$ cat src/rtl/can_arbitration_rx_pkg.sv
// Shared types and widths for the CAN identifier receive path.
package can_arbitration_rx_pkg;

  localparam int unsigned ID_BASE_W       = 11;
  localparam int unsigned ID_EXT_W        = 18;
  localparam int unsigned STUFF_LIMIT_DEF = 5;
  localparam int unsigned IDLE_BITS_DEF   = 11;
  localparam int unsigned CNT_W           = 5;

  typedef enum logic [2:0] {
    StIdle,
    StBase,
    StSrrRtr,
    StIdeBit,
    StExt,
    StRtrExt,
    StTail,
    StErr
  } state_e;

endpackage

$ cat src/rtl/can_arbitration_rx_if.sv
// Bit-stream input and decoded-identifier output bundle of the CAN identifier front end.
interface can_arbitration_rx_if;
  import can_arbitration_rx_pkg::*;

  logic                 sp;
  logic                 rx_bit;
  logic [ID_BASE_W-1:0] id_base;
  logic [ID_EXT_W-1:0]  id_ext;
  logic                 ide;
  logic                 rtr;
  logic                 id_valid;
  logic                 f_idf;
  logic                 stuff_err;

  modport master (
    output sp, rx_bit,
    input  id_base, id_ext, ide, rtr, id_valid, f_idf, stuff_err
  );

  modport slave (
    input  sp, rx_bit,
    output id_base, id_ext, ide, rtr, id_valid, f_idf, stuff_err
  );

endinterface

$ cat src/rtl/can_arbitration_rx_destuffer.sv
// Tracks the last bit and run length of the stuffed stream; flags stuff bits and violations.
module can_arbitration_rx_destuffer #(
  parameter int unsigned STUFF_LIMIT = 5
) (
  input  logic clk,
  input  logic reset,
  input  logic sp,
  input  logic rx_bit,
  input  logic enable,
  input  logic seed,
  output logic data_en,
  output logic stuff_err
);

  localparam int unsigned RunW = $clog2(STUFF_LIMIT + 1);
  localparam logic [RunW-1:0] RunMax = RunW'(STUFF_LIMIT);

  logic            last_q;
  logic [RunW-1:0] run_q;
  logic            is_stuff;

  always_comb begin
    is_stuff  = (run_q == RunMax);
    data_en   = sp && enable && !is_stuff;
    stuff_err = sp && enable && is_stuff && (rx_bit == last_q);
  end

  always_ff @(posedge clk or posedge reset) begin
    if (reset) begin
      last_q <= 1'b0;
      run_q  <= '0;
    end else if (sp) begin
      if (seed) begin
        // SOF is dominant and counts as the first bit of the run.
        last_q <= 1'b0;
        run_q  <= RunW'(1);
      end else if (enable) begin
        if (rx_bit != last_q) begin
          last_q <= rx_bit;
          run_q  <= RunW'(1);
        end else if (!is_stuff) begin
          run_q <= run_q + RunW'(1);
        end
      end
    end
  end

endmodule

$ cat src/rtl/can_arbitration_rx.sv
// CAN arbitration-field receiver: SOF detection, destuffing and identifier/IDE/RTR capture.
module can_arbitration_rx
  import can_arbitration_rx_pkg::*;
#(
  parameter int unsigned IDLE_BITS   = IDLE_BITS_DEF,
  parameter int unsigned STUFF_LIMIT = STUFF_LIMIT_DEF
) (
  input logic                 clk,
  input logic                 reset,
  can_arbitration_rx_if.slave bus
);

  localparam int unsigned IdleW = $clog2(IDLE_BITS + 1);
  localparam logic [IdleW-1:0] IdleMax  = IdleW'(IDLE_BITS);
  localparam logic [IdleW-1:0] IdleLast = IdleW'(IDLE_BITS - 1);
  localparam logic [CNT_W-1:0] BaseLast = CNT_W'(ID_BASE_W - 1);
  localparam logic [CNT_W-1:0] ExtLast  = CNT_W'(ID_EXT_W - 1);

  state_e               state_q;
  logic [IdleW-1:0]     idle_cnt_q;
  logic [CNT_W-1:0]     shift_cnt_q;
  logic [ID_BASE_W-1:0] base_sr_q;
  logic [ID_EXT_W-1:0]  ext_sr_q;
  logic                 rtr_tmp_q;

  logic [ID_BASE_W-1:0] id_base_q;
  logic [ID_EXT_W-1:0]  id_ext_q;
  logic                 ide_q, rtr_q, id_valid_q, f_idf_q, stuff_err_q;

  logic ds_enable, ds_seed, data_en, ds_err;

  always_comb begin
    ds_enable = (state_q == StBase) || (state_q == StSrrRtr) || (state_q == StIdeBit) ||
                (state_q == StExt)  || (state_q == StRtrExt);
    ds_seed   = (state_q == StIdle) && !bus.rx_bit && (idle_cnt_q >= IdleMax);
  end

  can_arbitration_rx_destuffer #(
    .STUFF_LIMIT (STUFF_LIMIT)
  ) u_destuffer (
    .clk       (clk),
    .reset     (reset),
    .sp        (bus.sp),
    .rx_bit    (bus.rx_bit),
    .enable    (ds_enable),
    .seed      (ds_seed),
    .data_en   (data_en),
    .stuff_err (ds_err)
  );

  always_ff @(posedge clk or posedge reset) begin
    if (reset) begin
      state_q     <= StIdle;
      idle_cnt_q  <= '0;
      shift_cnt_q <= '0;
      base_sr_q   <= '0;
      ext_sr_q    <= '0;
      rtr_tmp_q   <= 1'b0;
      id_base_q   <= '0;
      id_ext_q    <= '0;
      ide_q       <= 1'b0;
      rtr_q       <= 1'b0;
      id_valid_q  <= 1'b0;
      f_idf_q     <= 1'b1;
      stuff_err_q <= 1'b0;
    end else begin
      id_valid_q  <= 1'b0;
      stuff_err_q <= 1'b0;
      if (bus.sp) begin
        f_idf_q <= 1'b1;
        unique case (state_q)
          StIdle: begin
            if (bus.rx_bit) begin
              if (idle_cnt_q < IdleMax) idle_cnt_q <= idle_cnt_q + IdleW'(1);
            end else if (idle_cnt_q >= IdleMax) begin
              state_q     <= StBase;
              shift_cnt_q <= '0;
              idle_cnt_q  <= '0;
            end else begin
              idle_cnt_q <= '0;
            end
          end
          StBase, StSrrRtr, StIdeBit, StExt, StRtrExt: begin
            if (ds_err) begin
              stuff_err_q <= 1'b1;
              state_q     <= StErr;
              idle_cnt_q  <= '0;
            end else if (data_en) begin
              unique case (state_q)
                StBase: begin
                  base_sr_q   <= {base_sr_q[ID_BASE_W-2:0], bus.rx_bit};
                  shift_cnt_q <= shift_cnt_q + CNT_W'(1);
                  if (shift_cnt_q == BaseLast) state_q <= StSrrRtr;
                end
                StSrrRtr: begin
                  rtr_tmp_q <= bus.rx_bit;
                  state_q   <= StIdeBit;
                end
                StIdeBit: begin
                  if (bus.rx_bit) begin
                    state_q     <= StExt;
                    shift_cnt_q <= '0;
                  end else begin
                    id_base_q  <= base_sr_q;
                    id_ext_q   <= '0;
                    ide_q      <= 1'b0;
                    rtr_q      <= rtr_tmp_q;
                    id_valid_q <= 1'b1;
                    f_idf_q    <= 1'b0;
                    state_q    <= StTail;
                    idle_cnt_q <= '0;
                  end
                end
                StExt: begin
                  ext_sr_q    <= {ext_sr_q[ID_EXT_W-2:0], bus.rx_bit};
                  shift_cnt_q <= shift_cnt_q + CNT_W'(1);
                  if (shift_cnt_q == ExtLast) state_q <= StRtrExt;
                end
                default: begin
                  id_base_q  <= base_sr_q;
                  id_ext_q   <= ext_sr_q;
                  ide_q      <= 1'b1;
                  rtr_q      <= bus.rx_bit;
                  id_valid_q <= 1'b1;
                  f_idf_q    <= 1'b0;
                  state_q    <= StTail;
                  idle_cnt_q <= '0;
                end
              endcase
            end
          end
          StTail, StErr: begin
            // Leave with the counter saturated so the next dominant bit is a valid SOF.
            if (bus.rx_bit) begin
              idle_cnt_q <= idle_cnt_q + IdleW'(1);
              if (idle_cnt_q == IdleLast) state_q <= StIdle;
            end else begin
              idle_cnt_q <= '0;
            end
          end
          default: state_q <= StIdle;
        endcase
      end
    end
  end

  assign bus.id_base   = id_base_q;
  assign bus.id_ext    = id_ext_q;
  assign bus.ide       = ide_q;
  assign bus.rtr       = rtr_q;
  assign bus.id_valid  = id_valid_q;
  assign bus.f_idf     = f_idf_q;
  assign bus.stuff_err = stuff_err_q;

endmodule
$ cat src/flat_wrapper.sv
// flat-port wrapper written by rule: the top's interface ports become plain ports
module can_arbitration_rx_flat import can_arbitration_rx_pkg::*;
#(
  parameter int unsigned IDLE_BITS   = IDLE_BITS_DEF,
  parameter int unsigned STUFF_LIMIT = STUFF_LIMIT_DEF
)
  (clk, reset, bus_sp, bus_rx_bit, bus_id_base, bus_id_ext, bus_ide, bus_rtr, bus_id_valid, bus_f_idf, bus_stuff_err);
  can_arbitration_rx_if bus_i ();
  input logic clk;
  input logic reset;
  input wire logic [$bits(bus_i.sp)-1:0] bus_sp;
  input wire logic [$bits(bus_i.rx_bit)-1:0] bus_rx_bit;
  output wire logic [$bits(bus_i.id_base)-1:0] bus_id_base;
  output wire logic [$bits(bus_i.id_ext)-1:0] bus_id_ext;
  output wire logic [$bits(bus_i.ide)-1:0] bus_ide;
  output wire logic [$bits(bus_i.rtr)-1:0] bus_rtr;
  output wire logic [$bits(bus_i.id_valid)-1:0] bus_id_valid;
  output wire logic [$bits(bus_i.f_idf)-1:0] bus_f_idf;
  output wire logic [$bits(bus_i.stuff_err)-1:0] bus_stuff_err;
  assign bus_i.sp = bus_sp;
  assign bus_i.rx_bit = bus_rx_bit;
  assign bus_id_base = bus_i.id_base;
  assign bus_id_ext = bus_i.id_ext;
  assign bus_ide = bus_i.ide;
  assign bus_rtr = bus_i.rtr;
  assign bus_id_valid = bus_i.id_valid;
  assign bus_f_idf = bus_i.f_idf;
  assign bus_stuff_err = bus_i.stuff_err;
  can_arbitration_rx #(.IDLE_BITS(IDLE_BITS), .STUFF_LIMIT(STUFF_LIMIT)) u_core (.clk(clk), .reset(reset), .bus(bus_i));
endmodule
$ cat config.mk
export PLATFORM = sky130hd
export DESIGN_NAME = can_arbitration_rx_flat
export DESIGN_NICKNAME = d
export VERILOG_FILES = /design/src/rtl/can_arbitration_rx_pkg.sv /design/src/rtl/can_arbitration_rx_if.sv /design/src/rtl/can_arbitration_rx_destuffer.sv /design/src/rtl/can_arbitration_rx.sv /design/src/flat_wrapper.sv
export SDC_FILE = /design/constraint.sdc
export NUM_CORES = 1
export LEC_CHECK = 0
export ABC_CLOCK_PERIOD_IN_PS = 3500
export CORE_MARGIN = 2
export CORE_UTILIZATION = 40
export DETAILED_ROUTE_END_ITERATION = 7
export PLACE_DENSITY_LB_ADDON = 0.15
export SLEW_MARGIN = 20
export SYNTH_ARGS = -nofsm -noshare
export SYNTH_HDL_FRONTEND = slang
export SYNTH_SLANG_ARGS = --single-unit
$ cat constraint.sdc
create_clock -name clk -period 3.5 [get_ports clk]
set_input_delay 0.7 -clock clk [delete_from_list [all_inputs] [get_ports clk]]
set_output_delay 0.7 -clock clk [all_outputs]
set_load 0.1 [all_outputs]
After elaboration in Yosys (flattened, before gate mapping)
Index checks and enable logic that the tools add are counted.

Output and inout bits: 34. Input port bits: 4. Flip-flop bits (word level): 80. Word-level logic and storage cells: 135.

Multiplexer cells: 55. Magnitude comparators: 2. Bitwise gates (word level): 2. Eq/ne operators: 29. Add/subtract/negate cells: 3. Reduce and logical (&&, ||, !) cells: 29.

Operators by type and width (count): $mux 3 (12); $pmux 18 s2 (1); $mux 5 (5); $mux 4 (6); $pmux 11 s2 (1); $pmux 5 s2 (2); $reduce_and 5->1 (4); $mux 18 (1); $mux 1 (17); $reduce_and 8->1 (2); $eq 3x3->1 const B (5); $ne 4x3->1 const B (3); $pmux 3 s4 (1); $pmux 4 s3 (1); $mux 11 (1); $ne 2x2->1 const B (5); $pmux 3 s3 (1); $pmux 1 s2 (4); $pmux 4 s2 (1); $eq 3x2->1 const B (2); $logic_and 1x1->1 (6); $ne 3x1->1 const B (2); $ne 3x2->1 const B (2); $ne 3x3->1 const B (2); other kinds (23) (33).

Longest topological paths before layout
Gate-level depths: netlist (run 1).

Depth after elaboration: 11. Mapped depth: 9.

Hierarchy
A second synthesis (run 1) with hierarchy kept.

Cell total of the unflattened synthesis: 294. Area total of the unflattened synthesis: 3592.2 sq um.

Modules (own cells, without submodules): can_arbitration_rx (instances 1, area each 3325.7 sq um, cells an instance 267, seq. area each 1903.1 sq um); can_arbitration_rx_destuffer (instances 1, area each 266.5 sq um, cells an instance 27, seq. area each 100.1 sq um).

Worst setup path after synthesis (run 1)
No wires, ideal clock.

Path type: input-to-reg. Start: in bus_sp. End: reg u_core.shift_cnt_q[3]. Setup time: 0.087 ns. Stages on the path: 6. Data arrival time: 1.963 ns. Path slack: 1.450 ns. Data required time: 3.413 ns. Path through: buf_4 -> a21bo_2 -> nor3_1 -> o21ai_2 -> or4_1 -> o211ai_1.

Word-level cells in the longest chain between the ends: 5. Elaborated cells between the ends (all ways): 7. Classes of those cells: eq/ne (2); reduce/logical (5).

Ends and longest elaborated chain: start, declared (RTL line flat_wrapper.sv:11) `input wire logic [$bits(bus_i.sp)-1:0] bus_sp;`; $logic_and 1x1->1 (RTL line can_arbitration_rx_destuffer.sv:24, can_arbitration_rx_destuffer.sv:25); $logic_and 1x1->1 (2 in a row) (RTL line can_arbitration_rx_destuffer.sv:25) `stuff_err = sp && enable && is_stuff && (rx_bit == last_q);`; $ne 2x2->1 (no source line); $reduce_and 8->1 (no source line) *; end signal, assigned (RTL line can_arbitration_rx.sv:92) `shift_cnt_q <= shift_cnt_q + CNT_W'(1);`; end signal, assigned (RTL line can_arbitration_rx.sv:116) `shift_cnt_q <= shift_cnt_q + CNT_W'(1);`; end, declared (RTL line can_arbitration_rx.sv:21) `logic [CNT_W-1:0] shift_cnt_q;`.

Every way passes the cells marked *; elsewhere a longest branch is shown, timed or not. A chain may end at the register's enable or synchronous reset.

Worst setup path after layout (run 1)
Start: in bus_rx_bit. End: reg u_core.state_q[0].

Word-level cells in the longest chain between the ends: 4. Elaborated cells between the ends (all ways): 10. Classes of those cells: eq/ne (6); mux (2); reduce/logical (2).

Ends and longest elaborated chain: start, declared (RTL line flat_wrapper.sv:12) `input wire logic [$bits(bus_i.rx_bit)-1:0] bus_rx_bit;`; $eq 1x1->1 (RTL line can_arbitration_rx_destuffer.sv:25); $logic_and 1x1->1 (RTL line can_arbitration_rx_destuffer.sv:25); $ne 4x3->1 (no source line), or another cell as far along; $reduce_and 8->1 (no source line) or $pmux 3 s3 (tied branches); end signal, assigned (RTL line can_arbitration_rx.sv:53) `state_q <= StIdle;`; end signal, assigned (RTL line can_arbitration_rx.sv:76) `state_q <= StBase;`; end signal, assigned (RTL line can_arbitration_rx.sv:86) `state_q <= StErr;`; end, declared (RTL line can_arbitration_rx.sv:19) `state_e state_q;`.

Parallel ways exist; a longest one is shown, timed or not.

==> results of run 1 <==
Yosys cell counts, types with 2 or more instances:
master | number | area (um^2)
sky130_fd_sc_hd__mux2_2 | 41 | 462
sky130_fd_sc_hd__inv_1 | 11 | 41.3
sky130_fd_sc_hd__a21oi_1 | 11 | 55.1
sky130_fd_sc_hd__nand2b_1 | 3 | 18.8
sky130_fd_sc_hd__nand3_1 | 8 | 40.0
sky130_fd_sc_hd__nor3_1 | 6 | 30.0
sky130_fd_sc_hd__buf_2 | 9 | 45.0
sky130_fd_sc_hd__mux2_4 | 2 | 30.0
sky130_fd_sc_hd__a21o_1 | 3 | 22.5
sky130_fd_sc_hd__dfrtp_1 | 79 | 1980
sky130_fd_sc_hd__and2_1 | 3 | 18.8
sky130_fd_sc_hd__a31oi_1 | 2 | 12.5
sky130_fd_sc_hd__clkbuf_1 | 2 | 7.51
sky130_fd_sc_hd__nor2b_1 | 5 | 31.3
sky130_fd_sc_hd__o21ai_0 | 15 | 75.1
sky130_fd_sc_hd__o31ai_1 | 5 | 37.5
sky130_fd_sc_hd__nor2_1 | 15 | 56.3
sky130_fd_sc_hd__a22o_1 | 18 | 158
sky130_fd_sc_hd__nand2_1 | 17 | 63.8
sky130_fd_sc_hd__ha_1 | 7 | 87.6
worst min-delay path: cells and delay by family, from the launching register on:
kind	cells	cell delay, ns
DFF	1	0.35
AOI/OAI and AO/OA	1	0.06
and+or+nand+nor	1	0.05
registers in the layout, indices dropped and copies added (netlist names):
| name | flops |
|---|---|
| u_core.state_q | 3 |
| u_core.u_destuffer.last_q | 1 |
| u_core.bus.id_valid | 1 |
| u_core.rtr_tmp_q | 1 |
| u_core.u_destuffer.run_q | 3 |
| u_core.ext_sr_q | 18 |
| u_core.bus.ide | 1 |
| u_core.bus.id_ext | 18 |
| u_core.idle_cnt_q | 4 |
| u_core.bus.f_idf | 1 |
| u_core.base_sr_q | 11 |
| u_core.shift_cnt_q | 5 |
| u_core.bus.rtr | 1 |
| u_core.bus.id_base | 11 |
| u_core.bus.stuff_err | 1 |
kinds of logic after synthesis:
logic type / count (synthesis)
xor+xnor: 1
compound gates: 66
fa+ha+maj: 8
mux: 44
buf+inv: 24
simple gates: 67
flops: 80
power by group:
| part | switching [mW] | internal [mW] | leakage (nW) |
|---|---|---|---|
| registers | 0.192 | 1.11 | 1.08 |
| logic | 0.825 | 0.419 | 0.803 |
| clock network | 0.361 | 0.359 | 0.101 |
final timing paths:
check	depth (start not counted)	to	startpoint	slack, ns
worst max-delay path	6	u_core.state_q[0]$_DFFE_PP0P_	bus_rx_bit	0.89
max in group asynchronous	3	u_core.bus.f_idf$_DFFE_PP1P_	reset	2.12
worst max register to register	5	u_core.state_q[0]$_DFFE_PP0P_	u_core.state_q[2]$_DFFE_PP0P_	1.33
worst min-delay path	2	u_core.bus.rtr$_DFFE_PP0P_	u_core.bus.rtr$_DFFE_PP0P_	0.48
min in group asynchronous	2	u_core.bus.id_ext[3]$_DFFE_PP0P_	reset	0.70
worst min register to register	2	u_core.bus.rtr$_DFFE_PP0P_	u_core.bus.rtr$_DFFE_PP0P_	0.48
through the flow:
step	cells	hold WS [ns]
after detailed placement	429	0.472
after floorplan	290	0.462
after CTS	445	0.493
after global routing	445	0.516
final	445	0.484
after global placement	429	0.463
final cells by class:
class / count / share of cell area (%)
repair buffers: 44 / 9.84
multi-input cells: 186 / 33.9
flip-flops and latches: 80 / 47.1
inverters: 11 / 1.00
clock inverters: 6 / 1.74
well taps: 108 / 3.18
clock buffers: 10 / 3.24
metal layers:
metal / global-route usage (%) / vias up / part of all wire (%)
met3: 4.29 / 7 / 4.7
met1: 22.1 / 1137 / 50
met5: 0 / - / 0
li1: - / 1135 / -
met2: 21.3 / 48 / 44
met4: 5.37 / 0 / 1.1
==> results.tsv, run 1 <==
metric	value	unit
Peak Freq	383	MHz
quantity of hold-fixing buffers added after cts	0	
Worst EP arrival	2.84	ns
worst setup path class	input pin to flip-flop	
H-tree levels	3	
Top FF cell, synth	sky130_fd_sc_hd__dfrtp_1	
remaining global-route overflow	0	
number of nets in the finished design	343	
share of synthesized registers carrying an async set or reset	100	%
GR Util All Layers	15.1	%
Synth Area in XOR/XNOR	0.246	%
number of clock sinks seen by CTS	80	
count of vias placed by the detailed router	2327	
Slew headroom	35.2	%
die outline area	9660	um^2
vias per cell	5.23	
Multi-input gate area	1440	um^2
final critical delay including setup and external delays	2.61	ns
number of buffers and inverters on the critical path	1	
ordered cell list for the critical path	clkdlybuf4s50_1 > xor2_1 > nor2_1 > nand3_1 > a21oi_1 > mux2_2	
clk buf depth	2	
residual antenna-violating net count after detailed routing	0	
root cell of the clock tree	sky130_fd_sc_hd__clkbuf_8	
HPWL after detailed placement	4610	um
Design Power	3.26	mW
placer's final routability congestion estimate	0.792	
path category of the worst min-delay check	flip-flop to flip-flop	
pin count of the biggest net entering global routing	32	
commonest cells after routing, fill and taps aside	sky130_fd_sc_hd__dfrtp_1, sky130_fd_sc_hd__mux2_2, sky130_fd_sc_hd__clkdlybuf4s50_1	
mux share of post-synthesis cell area	14.1	%
ports placed on the boundary	38	
setup_tns	0	ns
final number of hold-violating endpoints	0	
compound-gate portion of the synthesized area	13.9	%
final setup skew	0.00815	ns
family with the most delay on the worst path	buffers and inverters	
Setup Viol. Count Final	0	
synthesis-to-layout area growth	19.5	%
drt drc	0	
Port Buffer Count	37	
simple logic cell fraction of the synthesized area	9.50	%
initial cell density of the core	41.0	%
maximum single-stage delay on the critical path	0.77	ns
Post-Route Utilization	49.0	%
count of synthesis-stage warnings from yosys	0	
outcome	finished, final reports clean	
final antenna diode count	0	
drt total wl	6720	um
EDFF count, synth	0	
fraction of final layout cells sized beyond drive strength 1	23.4	%
required arrival time at the worst endpoint	3.73	ns
post-placement cell area	4040	um^2
Mapped Cells	290	
Sequential Area	2000	um^2
DR WL/cell	15.1	um
register bit count reported by yosys	80	
final worst-path cycle share	74.5	%
adder and majority cell fraction of the synthesized area	2.75	%
CP Max Fanout	13	
number of antenna violations at the first check in global routing	0	
count of routing violations after the opening detailed-route iteration	105	
commonest non-fill, non-tap cell in the layout	sky130_fd_sc_hd__dfrtp_1	
Seq/Total Area, Yosys	56.4	%
setup slack at placement	0.536	ns
global-route wire length before repair	11600	um
final instance area	4250	um^2
width of the chip	98.3	um
cell with the biggest individual delay on the critical path	sky130_fd_sc_hd__clkdlybuf4s50_1	
CTS buffer count	9	
number of max-capacitance violations reported	0	
Initial DRT Pass Iterations	5	
number of different library cells in the post-synthesis netlist	48	
clock transition time at the flip-flop clock pins of the worst setup and hold paths	0.09	ns
combinational family with the most area after synthesis	multiplexers	
cell area after synthesis	3550	um^2
net count after synthesis	301	
number of inserted filler cells in the final layout	802	
Core Box Area	8680	um^2
average size of a mapped cell	12.3	um^2
buffers inserted during post-CTS setup optimization	0	
Worst setup SP type	input pin	
worst IR drop on VDD	0.449	mV
Worst-Margin Slew	0.970	ns
P per Cell Area	768	nW/um^2
Die Y	98.3	um
least setup slack across all paths after layout	0.892	ns
setup repair after global routing missed its margin	no	
type of destination of the critical path	flip-flop	
CTS tree	done	
worst skew pair latency	0.35	ns
quantity of gates resized following cts	0	
number of slew-limit violations in the final report	0	
Static Leakage	1.98	nW
vias in the first global route	2269	
count of standard-cell rows	34	
Note: power is estimated with default switching activity, not from simulation.
==> inputs of run 2 (changes only) <==
--- a/config.mk
+++ b/config.mk
@@ -5,7 +5,7 @@
 export SDC_FILE = /design/constraint.sdc
 export NUM_CORES = 1
 export LEC_CHECK = 0
-export ABC_CLOCK_PERIOD_IN_PS = 3500
+export ABC_CLOCK_PERIOD_IN_PS = 2100
 export CORE_MARGIN = 2
 export CORE_UTILIZATION = 40
 export DETAILED_ROUTE_END_ITERATION = 7
==> constraint.sdc (replaced) <==
create_clock -name clk -period 2.1 [get_ports clk]
set_input_delay 0.42 -clock clk [delete_from_list [all_inputs] [get_ports clk]]
set_output_delay 0.42 -clock clk [all_outputs]
set_load 0.1 [all_outputs]
==> results.tsv, run 2 (synthesis results as in run 1) <==
metric	value	unit
Sw Pwr	2.35	mW
P per Cell Area	1260	nW/um^2
number of clock sinks seen by CTS	80	
vias per cell	5.17	
Setup Viol. Count Final	0	
GR Util All Layers	15.1	%
worst IR drop on VDD	0.766	mV
Internal Dissipation	3.17	mW
CTS tree	done	
HPWL after detailed placement	4830	um
placed cell count	449	
commonest non-fill, non-tap cell in the layout	sky130_fd_sc_hd__dfrtp_1	
final antenna diode count	0	
family with the most delay on the worst path	compound AO/OA/AOI/OAI gates	
remaining global-route overflow	0	
drt total wl	6910	um
type of destination of the critical path	flip-flop	
global-route wire length before repair	11900	um
fraction of final layout cells sized beyond drive strength 1	37.3	%
maximum single-stage delay on the critical path	0.60	ns
ordered cell list for the critical path	clkdlybuf4s50_1 > a21oi_1 > a221oi_1 > o21ai_2 > or4_1 > o211ai_1	
Static Leakage	2.16	nW
buffers inserted during post-CTS setup optimization	0	
Multi-input gate area	1450	um^2
setup repair after global routing missed its margin	no	
pin count of the biggest net entering global routing	41	
ports placed on the boundary	38	
Slew headroom	76.3	%
count of non-filler cells in the finished layout	465	
final setup skew	0.0125	ns
residual antenna-violating net count after detailed routing	0	
drt drc	0	
cell with the biggest individual delay on the critical path	sky130_fd_sc_hd__clkdlybuf4s50_1	
Initial DRT Pass Iterations	4	
root cell of the clock tree	sky130_fd_sc_hd__clkbuf_8	
final number of hold-violating endpoints	0	
count of standard-cell rows	34	
CP Max Fanout	6	
Die Y	98.3	um
Worst setup SP type	input pin	
required arrival time at the worst endpoint	2.35	ns
number of antenna violations at the first check in global routing	0	
Comb pwr share	42.8	%
H-tree levels	3	
clock power share	19.3	%
Flop pwr share	38.0	%
switching portion of total power	42.5	%
die outline area	9660	um^2
placer's final routability congestion estimate	0.893	
Worst-Margin Slew	0.353	ns
width of the chip	98.3	um
initial cell density of the core	41.0	%
number of slew-limit violations in the final report	0	
CTS buffer count	9	
synthesis-to-layout area growth	23.3	%
outcome	finished, final reports clean	
count of vias placed by the detailed router	2403	
Port Buffer Count	37	
Peak Freq	504	MHz
DR WL/cell	14.9	um
number of inserted filler cells in the final layout	799	
commonest cells after routing, fill and taps aside	sky130_fd_sc_hd__dfrtp_1, sky130_fd_sc_hd__buf_4, sky130_fd_sc_hd__mux2_2	
number of nets in the finished design	363	
final critical delay including setup and external delays	1.98	ns
vias in the first global route	2399	
clk buf depth	2	
Core Box Area	8680	um^2
final worst-path cycle share	94.4	%
Worst EP arrival	2.23	ns
worst setup path class	input pin to flip-flop	
path category of the worst min-delay check	input pin to asynchronous set/reset pin	
number of max-capacitance violations reported	0	
worst skew pair latency	0.34	ns
final-layout worst hold slack	0.364	ns
clock transition time at the flip-flop clock pins of the worst setup and hold paths	0.08	ns
Sequential Area	2000	um^2
number of buffers and inverters on the critical path	1	
count of routing violations after the opening detailed-route iteration	71	
run 2: routing by layer:
layer | wire [um] | global-route usage, %
met1 | 3510 | 22.1
met2 | 3110 | 22.6
met3 | 245 | 2.79
met4 | 44 | 5.69
met5 | 0 | 0
run 2: area by class of cell:
cell class,count,area share [%]
Inverter,11,1.03
Sequential cell,80,45.7
Clock buffer,10,3.14
Tap cell,108,3.08
Multi-Input combinational cell,186,33.0
Clock inverter,6,1.17
Timing Repair Buffer,64,12.8
run 2: what timing repair did:
action / in CTS / in global routing
hold buffers: 0 / 0
endpoints found under the setup margin: 1 / 2
gates resized for setup: 1 / 2
run 2: path summary, 6_finish.rpt:
path / from / end / slack [ns] / cells past startpoint
max in group asynchronous: reset / u_core.bus.stuff_err$_DFF_PP0_ / 1.27 / 3
hold reg to reg: u_core.bus.ide$_DFFE_PP0P_ / u_core.bus.ide$_DFFE_PP0P_ / 0.49 / 1
setup reg to reg: u_core.u_destuffer.run_q[0]$_DFFE_PP0P_ / u_core.shift_cnt_q[3]$_DFFE_PP0P_ / 0.17 / 6
hold / removal: reset / u_core.bus.id_valid$_DFF_PP0_ / 0.36 / 2
min in group clk: u_core.bus.ide$_DFFE_PP0P_ / u_core.bus.ide$_DFFE_PP0P_ / 0.49 / 1
setup / recovery: bus_rx_bit / u_core.shift_cnt_q[3]$_DFFE_PP0P_ / 0.12 / 6
run 2: worst register-to-register path, delay by kind of cell (launching register included):
family / cells / cell delay (ns)
simple gates: 2 / 0.72
compound gates: 3 / 0.43
flops: 1 / 0.42
fa+ha+maj: 1 / 0.26
run 2: metrics by stage:
stage	utilization, %	total power [mW]	setup WS (ns)	setup TNS (ns)	cell area (um^2)
finish	50.5	5.52	0.118	0	4380
floorplan	-	3.81	0.245	0	3560
CTS	50.4	5.57	0.104	0	4370
detailed placement	48.2	4.48	-0.221	-2.44	4190
global placement	48.2	4.45	-0.173	-1.76	4190
global route	50.5	5.88	0.0350	0	4380
run 2: power by group through the flow:
stage,clock network (mW),registers (mW),logic (mW)
after global routing,1.18,2.15,2.55
after CTS,1.10,2.09,2.37
after floorplan,0,2.77,1.04
after global placement,0,2.12,2.33
final,1.06,2.09,2.36
after detailed placement,0,2.12,2.36
==> inputs of run 3 (changes only) <==
--- a/config.mk
+++ b/config.mk
@@ -14,3 +14,4 @@
 export SYNTH_ARGS = -nofsm -noshare
 export SYNTH_HDL_FRONTEND = slang
 export SYNTH_SLANG_ARGS = --single-unit
+export TNS_END_PERCENT = 1
==> results of run 3 <==
Same layout as run 2: the final DEF is identical, and so are final timing and power.
